===== src/rtl/addsub_pkg.sv =====
// rtl/addsub_pkg.sv - shared widths, word type and opcode constants for adder_subtractor_64
package addsub_pkg;
  localparam int ADDSUB_W  = 64;
  localparam int CLA_GROUP = 4;

  typedef logic [ADDSUB_W-1:0] word_t;

  localparam logic OP_ADD = 1'b0;
  localparam logic OP_SUB = 1'b1;
endpackage


===== src/rtl/adder_subtractor_64_cla_group4.sv =====
// rtl/adder_subtractor_64_cla_group4.sv - 4-bit carry-lookahead group with group propagate/generate
module cla_group4 (
  input  logic [3:0] a,
  input  logic [3:0] b,
  input  logic       cin,
  output logic [3:0] s,
  output logic       cout,
  output logic       pg,
  output logic       gg
);
  logic [3:0] p;
  logic [3:0] g;
  logic [3:1] c;

  always_comb begin
    p = a ^ b;
    g = a & b;
    c[1] = g[0] | (p[0] & cin);
    c[2] = g[1] | (p[1] & g[0]) | (p[1] & p[0] & cin);
    c[3] = g[2] | (p[2] & g[1]) | (p[2] & p[1] & g[0]) | (p[2] & p[1] & p[0] & cin);
    pg   = &p;
    gg   = g[3] | (p[3] & g[2]) | (p[3] & p[2] & g[1]) | (p[3] & p[2] & p[1] & g[0]);
    cout = gg | (pg & cin);
    s    = p ^ {c[3], c[2], c[1], cin};
  end
endmodule


===== src/rtl/adder_subtractor_64.sv =====
// rtl/adder_subtractor_64.sv - registered add/sub with accumulate; flag outputs under ADDSUB_FLAGS_EN
module adder_subtractor_64
  import addsub_pkg::*;
#(
  parameter int WIDTH = ADDSUB_W
) (
  input  logic             CLK,
  input  logic             Reset,
  input  logic             in_valid,
  input  logic             sub,
  input  logic             acc,
  input  logic             clr,
  input  logic [WIDTH-1:0] a,
  input  logic [WIDTH-1:0] b,
  output logic [WIDTH-1:0] out,
  output logic             out_valid
`ifdef ADDSUB_FLAGS_EN
  ,
  output logic             carry_out,
  output logic             overflow,
  output logic             zero
`endif
);
  localparam int NGRP = WIDTH / CLA_GROUP;

  logic [WIDTH-1:0] out_q, out_d;
  logic             out_valid_q, out_valid_d;
  logic [WIDTH-1:0] op_a;
  logic [WIDTH-1:0] b_x;
  logic [WIDTH-1:0] sum;
  logic [NGRP:0]    carry;
  logic [NGRP-1:0]  grp_p;
  logic [NGRP-1:0]  grp_g;

  assign op_a     = acc ? out_q : a;
  assign b_x      = b ^ {WIDTH{sub == OP_SUB}};
  assign carry[0] = sub;

  // Groups ripple: each group's carry-out feeds the next group's carry-in
  for (genvar gi = 0; gi < NGRP; gi++) begin : g_cla
    cla_group4 u_grp (
      .a    (op_a[CLA_GROUP*gi +: CLA_GROUP]),
      .b    (b_x[CLA_GROUP*gi +: CLA_GROUP]),
      .cin  (carry[gi]),
      .s    (sum[CLA_GROUP*gi +: CLA_GROUP]),
      .cout (carry[gi+1]),
      .pg   (grp_p[gi]),
      .gg   (grp_g[gi])
    );
  end

  logic unused_grp_pg;
  assign unused_grp_pg = ^{grp_p, grp_g};

  always_comb begin
    out_d       = out_q;
    out_valid_d = 1'b0;
    if (clr) begin
      out_d = '0;
    end else if (in_valid) begin
      out_d       = sum;
      out_valid_d = 1'b1;
    end
  end

  always_ff @(posedge CLK or negedge Reset) begin
    if (!Reset) begin
      out_q       <= '0;
      out_valid_q <= 1'b0;
    end else begin
      out_q       <= out_d;
      out_valid_q <= out_valid_d;
    end
  end

  assign out       = out_q;
  assign out_valid = out_valid_q;

`ifdef ADDSUB_FLAGS_EN
  logic carry_out_q, carry_out_d;
  logic overflow_q, overflow_d;
  logic zero_q, zero_d;
  logic msb_cin;

  // Carry into the MSB recovered from the MSB sum bit: s = a ^ b ^ cin
  assign msb_cin = op_a[WIDTH-1] ^ b_x[WIDTH-1] ^ sum[WIDTH-1];

  always_comb begin
    carry_out_d = carry_out_q;
    overflow_d  = overflow_q;
    zero_d      = zero_q;
    if (clr) begin
      carry_out_d = 1'b0;
      overflow_d  = 1'b0;
      zero_d      = 1'b0;
    end else if (in_valid) begin
      carry_out_d = carry[NGRP];
      overflow_d  = carry[NGRP] ^ msb_cin;
      zero_d      = (sum == '0);
    end
  end

  always_ff @(posedge CLK or negedge Reset) begin
    if (!Reset) begin
      carry_out_q <= 1'b0;
      overflow_q  <= 1'b0;
      zero_q      <= 1'b0;
    end else begin
      carry_out_q <= carry_out_d;
      overflow_q  <= overflow_d;
      zero_q      <= zero_d;
    end
  end

  assign carry_out = carry_out_q;
  assign overflow  = overflow_q;
  assign zero      = zero_q;
`else
  logic unused_carry_msb;
  assign unused_carry_msb = carry[NGRP];
`endif
endmodule


===== config.mk =====
export PLATFORM = sky130hd
export DESIGN_NAME = adder_subtractor_64
export DESIGN_NICKNAME = d
export VERILOG_FILES = /design/src/rtl/addsub_pkg.sv /design/src/rtl/adder_subtractor_64_cla_group4.sv /design/src/rtl/adder_subtractor_64.sv
export SDC_FILE = /design/constraint.sdc
export NUM_CORES = 1
export LEC_CHECK = 0
export BUFFER_PORTS_ARGS = -buffer_cell sky130_fd_sc_hd__buf_2
export CELL_PAD_IN_SITES_DETAIL_PLACEMENT = 0
export CELL_PAD_IN_SITES_GLOBAL_PLACEMENT = 2
export CORE_ASPECT_RATIO = 2
export CORE_MARGIN = 5
export CORE_UTILIZATION = 28
export DETAILED_ROUTE_END_ITERATION = 10
export PLACE_DENSITY_LB_ADDON = 0.1
export SETUP_SLACK_MARGIN = 0.2
export SLEW_MARGIN = 5
export SYNTH_ARGS = -nofsm -noshare
export SYNTH_HDL_FRONTEND = slang
export SYNTH_SLANG_ARGS = --single-unit

===== constraint.sdc =====
create_clock -name CLK -period 3.7 [get_ports CLK]
set_clock_uncertainty 0.05 [all_clocks]
set_input_delay 0.185 -clock CLK [delete_from_list [all_inputs] [get_ports CLK]]
set_output_delay 0.185 -clock CLK [all_outputs]
set_load 0.1 [all_outputs]

After elaboration in Yosys (flattened, before gate mapping)
Cells that the tools add are included.
- input port bits: 134
- logic and storage cells: 462
- output and inout port bits: 65
- register bits: 65
- muxes and demuxes: 5
- reduce and logical (&&, ||, !) cells: 16
- bitwise logic cells: 439
- operator list (kind ; count):
    1-bit AND ; 234
    64-bit two-way mux ; 3
    1-bit bitwise OR ; 156
    4-bit bitwise XOR ; 32
    64-bit bitwise XOR ; 1
    4-bit AND ; 15
    4-bit AND reduction ; 15
    3-bit AND ; 1
    1-bit two-way mux ; 2
    2-bit nonzero test ; 1

Depth between registers and ports, before layout
- depth after elaboration: 40
- mapped depth: 19
- depth with buffers taken out: 17

Hierarchy
Synthesis repeated with hierarchy kept, for this count alone.
- cell total of the unflattened synthesis: 702
- area total of the unflattened synthesis: 7215.7 µm²
- by module, submodules not included (module ; sequential area each (µm²) ; area an instance (µm²) ; instances ; cells each):
    adder_subtractor_64 ; 1626.6 ; 4292.9 ; 1 ; 350
    cla_group4 ; 0.0 ; 182.7 ; 16 ; 22

Worst setup path after synthesis
Ideal clock, no wire load.
- path kind: input to register
- start: input port acc
- end: register out_q[57] (netlist: out[57])
- data required time: 3.518 ns
- arrival time: 3.982 ns
- stages on the path: 19
- library setup time: 0.132 ns
- path buffers: 2
- path slack: -0.464 ns
- cell sequence: clkbuf_1 buf_1 mux2i_1 inv_1 ha_1 nand4_2 nor4_4 nand3_2 a31oi_4 o211ai_4 a21boi_2 o21ai_1 a21boi_1 nor2_1 fa_1 xor2_1 nor2_1 a21oi_1 nor2_1
- longest elaborated chain between the ends: 38
- elaborated cells on any way between the ends: 190
- those cells by class: 3 x mux; 173 x bitwise; 14 x reduce/logical
- RTL lines (element ; RTL line ; RTL):
    start: declaration ; adder_subtractor_64.sv:11 ; input logic acc,
    64-bit two-way mux * ; adder_subtractor_64.sv:35 ; assign op_a = acc ? out_q : a;
    4-bit bitwise XOR / 4-bit AND (equally long branches) ; adder_subtractor_64_cla_group4.sv:16, adder_subtractor_64_cla_group4.sv:17 ;
    1-bit AND ; adder_subtractor_64_cla_group4.sv:22 ; gg = g[3] | (p[3] & g[2]) | (p[3] & p[2] & g[1]) | (p[3] & p[2] & p[1] & g[0]);
    1-bit bitwise OR / 1-bit AND (equally long branches) (2 in series) ; adder_subtractor_64_cla_group4.sv:22 ;
    1-bit bitwise OR ; adder_subtractor_64_cla_group4.sv:22 ;
    1-bit bitwise OR ; adder_subtractor_64_cla_group4.sv:23 ; cout = gg | (pg & cin);
    1-bit AND ; adder_subtractor_64_cla_group4.sv:23 ;
    1-bit bitwise OR ; adder_subtractor_64_cla_group4.sv:23 ;
    [... 21 more ...] ; n/a ;
    1-bit bitwise OR ; adder_subtractor_64_cla_group4.sv:23 ;
    1-bit AND ; adder_subtractor_64_cla_group4.sv:23 ;
    1-bit bitwise OR ; adder_subtractor_64_cla_group4.sv:23 ;
    1-bit AND ; adder_subtractor_64_cla_group4.sv:18 ; c[1] = g[0] | (p[0] & cin);
    1-bit bitwise OR ; adder_subtractor_64_cla_group4.sv:18 ;
    4-bit bitwise XOR * ; adder_subtractor_64_cla_group4.sv:24 ; s = p ^ {c[3], c[2], c[1], cin};
    64-bit two-way mux * ; adder_subtractor_64.sv:60 ; end else if (in_valid) begin
    64-bit two-way mux * ; adder_subtractor_64.sv:58 ; if (clr) begin
    end signal: assignment ; adder_subtractor_64.sv:71 ; out_q <= out_d;
    end: declaration ; adder_subtractor_64.sv:26 ; logic [WIDTH-1:0] out_q, out_d;
Mark *: on every way between the ends. The rest lies on a longest branch, timed or not. The select of a mux whose other input is x is not followed.
A chain may end at the register's enable or synchronous reset.

Final worst setup path
- start: register out_q[15] (netlist: out[15])
- end: register out_q[57] (netlist: out[57])
- longest elaborated chain between the ends: 32
- elaborated cells on any way between the ends: 39
- those cells by class: 3 x mux; 35 x bitwise; 1 x reduce/logical
- RTL lines (element ; RTL line ; RTL):
    64-bit two-way mux * ; adder_subtractor_64.sv:35 ;
    4-bit bitwise XOR ; adder_subtractor_64_cla_group4.sv:16 ; p = a ^ b;
    1-bit AND ; adder_subtractor_64_cla_group4.sv:22 ;
    1-bit bitwise OR / 1-bit AND (equally long branches) (2 in series) ; adder_subtractor_64_cla_group4.sv:22 ;
    1-bit bitwise OR ; adder_subtractor_64_cla_group4.sv:22 ;
    1-bit bitwise OR * ; adder_subtractor_64_cla_group4.sv:23 ;
    1-bit AND * ; adder_subtractor_64_cla_group4.sv:23 ;
    1-bit bitwise OR * ; adder_subtractor_64_cla_group4.sv:23 ;
    [... 15 more ...] ; n/a ;
    1-bit bitwise OR * ; adder_subtractor_64_cla_group4.sv:23 ;
    1-bit AND * ; adder_subtractor_64_cla_group4.sv:23 ;
    1-bit bitwise OR * ; adder_subtractor_64_cla_group4.sv:23 ;
    1-bit AND * ; adder_subtractor_64_cla_group4.sv:18 ;
    1-bit bitwise OR * ; adder_subtractor_64_cla_group4.sv:18 ;
    4-bit bitwise XOR * ; adder_subtractor_64_cla_group4.sv:24 ;
    64-bit two-way mux * ; adder_subtractor_64.sv:60 ;
    64-bit two-way mux * ; adder_subtractor_64.sv:58 ;
Marks and branches as above.

==> run_results.csv <==
group,metric,value,unit
outcome,status,"complete, no violations",
die,core,23800,um2
synth,synth_cell_type_count,64,
cts,cts_tree,"done",
sta,fmax,291,MHz
sta,tightest_slew,0.984,ns
sta,setup_viol,0,
detailed_routing,avgRoutedWirePerCell,18.4,um
setup_path,r2r-end,"out[57]$_DFFE_PN0P_",
die,initial_core_util,28.4,%
synth,synth_top_area_cell,"dfrtp_1",
detailed_routing,vias_per_cell,4.82,
place,portBuffers,198,
synth,ys_warn_count,0,
power_and_ir_drop,ir_drop,0.276,mV
synth,synth_edf_count,0,
die,die_x,120,um
sta,slew_headroom,34.3,%
cts,root_buffer,"clkbuf_16",
global_route,grt.total_usage,18.3,%
place,routabilityCongestion,0.792,
hold_path,hold_class,"in2reg",
setup_path,slowest_delay,0.48,ns
sta,setup_ws,0.261,ns
power_and_ir_drop,powerDensity,502,nW/um2
global_route,grt_pass1_wl,38800,um
die,die_area,27600,um2
detailed_routing,drc,0,
place,dpl.cell_count,1309,
sta,rsz0062_at_grt,"yes",
cts,cts_buffers,9,
hold_path,hold_end,"out[20]$_DFFE_PN0P_",
synth,syn_nets,963,
synth,ys.flop_type,"dfrtp_1",
detailed_routing,dr.pass1.iters,4,
setup_path,rr_startpoint,"out[15]$_DFFE_PN0P_",
setup_path,critPathSlowestCell,"dfrtp_4",
finish,design_area,9820,um2
hold_path,holdCritStartpoint,"b[20]",
sta,final.min_clock_period,3.44,ns
synth,synth_top_area_share,24.0,%
cts,clock_sinks,65,
synth,yosysSeqAreaShare,24.0,%
setup_path,cp_max_fo,3,
global_route,antenna_found_initial,0,
setup_path,crit_arrival,3.61,ns
die,rows,80,
setup_path,cp-startpoint,"out[15]$_DFFE_PN0P_",
finish,fill_cells,2468,
place,place_hpwl,19900,um
synth,avgSynthCellArea,9.01,um2
setup_path,required,3.87,ns
synth,ys_ff_latch,65,
finish,seqCellArea,1710,um2
cts,h-tree-depth,3,
setup_path,ff2ff_setup_slack,0.26,ns
detailed_routing,vias,6467,
finish,final_cells,1342,
finish,multi_input_area,5270,um2
finish,drive_above_1_share,46.5,%
setup_path,worstSetupPathType,"reg2reg",
cts,path_clk_slew,0.06,ns
setup_path,cp-end-kind,"flip-flop",
sta,timing.final.crit_share,93.0,%
global_route,grt_max_degree,45,
detailed_routing,final_antenna_net_count,0,
sta,slew_viol_final,0,
power_and_ir_drop,cellLeakagePower,4.88,nW
detailed_routing,drt_first_iter_violations,214,
detailed_routing,finalWirelength,24700,um
finish,final_common_cell,"buf_2",
finish,fin_nets,1261,
synth,synth_area_leaders,"dfrtp_1 (24%), ha_1 (12%), xor2_1 (11%)",
setup_path,r2r_cells,16,
place,dpl-instance-area,9100,um2
synth,syn_area,6770,um2
cts,cts_buffer_depth,2,
die,die_y,230,um
job,maxCapViolations,0,
place,pre_cts_ws,-0.140,ns
finish,layout_common_cells,"buf_2 (195), buf_4 (113), xor2_1 (85)",
finish,syn2layout_area_growth,45.0,%
hold_path,worstHoldPathCells,5,
synth,synthCells,751,
sta,hold_viol,0,
cts,insertion_delay,0.36,ns
setup_path,crit_chain,"mux2_2 -> ha_4 -> nand2_1 -> nor4_4 -> nand3_2 -> a31oi_4 -> o211ai_4 -> a21boi_2 -> o21ai_2 -> a21boi_2 -> nor2_2 -> fa_2 -> xor2_1 -> nor2_1 -> a21oi_1 -> nor2_1",
global_route,overflow,0,
die,pin_count,199,
synth,async_flop_share,100,%
global_route,grt_pass1_vias,7209,
setup_path,cp-start-kind,"flip-flop",
sta,setup_tns,0,ns
[how the worst max path moves through the flow]
stage	end	slack [ns]	cells past startpoint
detailed placement	out[61]$_DFFE_PN0P_	-0.14	16
finish	out[57]$_DFFE_PN0P_	0.26	16
floorplan	out[57]$_DFFE_PN0P_	0.1	16
global placement	out[61]$_DFFE_PN0P_	-0.13	16
global route	out[57]$_DFFE_PN0P_	0.05	16
CTS	out[57]$_DFFE_PN0P_	0.13	16
[report_power, final]
| group | internal, W | total [W] | switching (W) | leakage, nW |
|---|---|---|---|---|
| logic | 0.00108 | 0.00302 | 0.00194 | 3.93 |
| clock network | 0.000587 | 0.000950 | 0.000363 | 0.152 |
| registers | 0.000855 | 0.000959 | 0.000105 | 0.797 |
[timing repair]
action,4_1_cts,5_1_grt
setup endpoints to repair,13,20
hold buffers,1,0
hold endpoints to repair,42,0
resized for setup,22,32
setup buffers,9,6
pin swaps,24,26
[area by class of cell]
type | count | area share [%]
multi-input combinational | 608 | 53.6
timing repair buffer | 319 | 20.4
sequential | 65 | 17.4
tap | 287 | 3.66
clock buffer | 10 | 2.33
inverter | 46 | 1.76
clock inverter | 6 | 0.841
antenna | 1 | 0.0255
[kinds of logic after synthesis]
group | Yosys count | share of synthesized area [%]
xor gates and xnor gates | 99 | 12.8
DFF | 65 | 24.0
muxes | 77 | 12.3
adders and majority gates | 78 | 16.1
and+or+nand+nor | 182 | 12.5
AOI/OAI and AO/OA | 172 | 18.0
buffers and inverters | 78 | 4.34
[synthesized netlist by cell type (4+ instances only)]
master    count
o21ai_0      15
xor2_1       88
a211oi_1     21
o21a_1        9
nor2b_1       5
nand3b_1      5
nand2b_1      4
nand4_1       4
nor3_1       19
o21ai_1       8
xnor2_1      11
nand2_1      41
a21o_1       17
o21bai_1      4
a21oi_1      51
fa_1         15
a211o_1       4
nand3_1       6
ha_1         63
a21boi_0      4
mux2_2       49
inv_1        45
clkbuf_1     21
dfrtp_1      65
nor2_1       82
a31oi_1       4
buf_1        10
mux2i_1      28
[through the flow]
step / power [W] / util [%] / hold WS [ns]
final: 0.00493 / 41.2 / 0.259
after global routing: 0.00527 / 41.2 / 0.294
after CTS: 0.00495 / 40.3 / 0.242
after detailed placement: 0.00389 / 38.2 / 0.219
after global placement: 0.00389 / 38.2 / 0.216
after floorplan: 0.00304 / - / -0.161
[state kept, by name, indices dropped and copies added, names as in the netlist]
register / cells
out: 64
out_valid: 1
[layer usage]
metal	part of all wire (%)	global-route usage, %	routed length [um]	up-vias
met2	58	36.9	14400	133
li1	-	-	-	3244
met5	0	0	0	-
met1	36	18.2	8840	3062
met3	3.4	2.75	852	28
met4	2.4	6.74	603	0
[worst max-delay path, delay by kind of cell, from the launching register on]
| family | cells | cell delay [ns] |
|---|---|---|
| adders and majority gates | 2 | 0.62 |
| AOI/OAI and AO/OA | 6 | 0.93 |
| muxes | 1 | 0.30 |
| and+or+nand+nor | 6 | 0.77 |
| DFF | 1 | 0.48 |
| xor gates and xnor gates | 1 | 0.13 |
(Power assumes the default switching activity.)
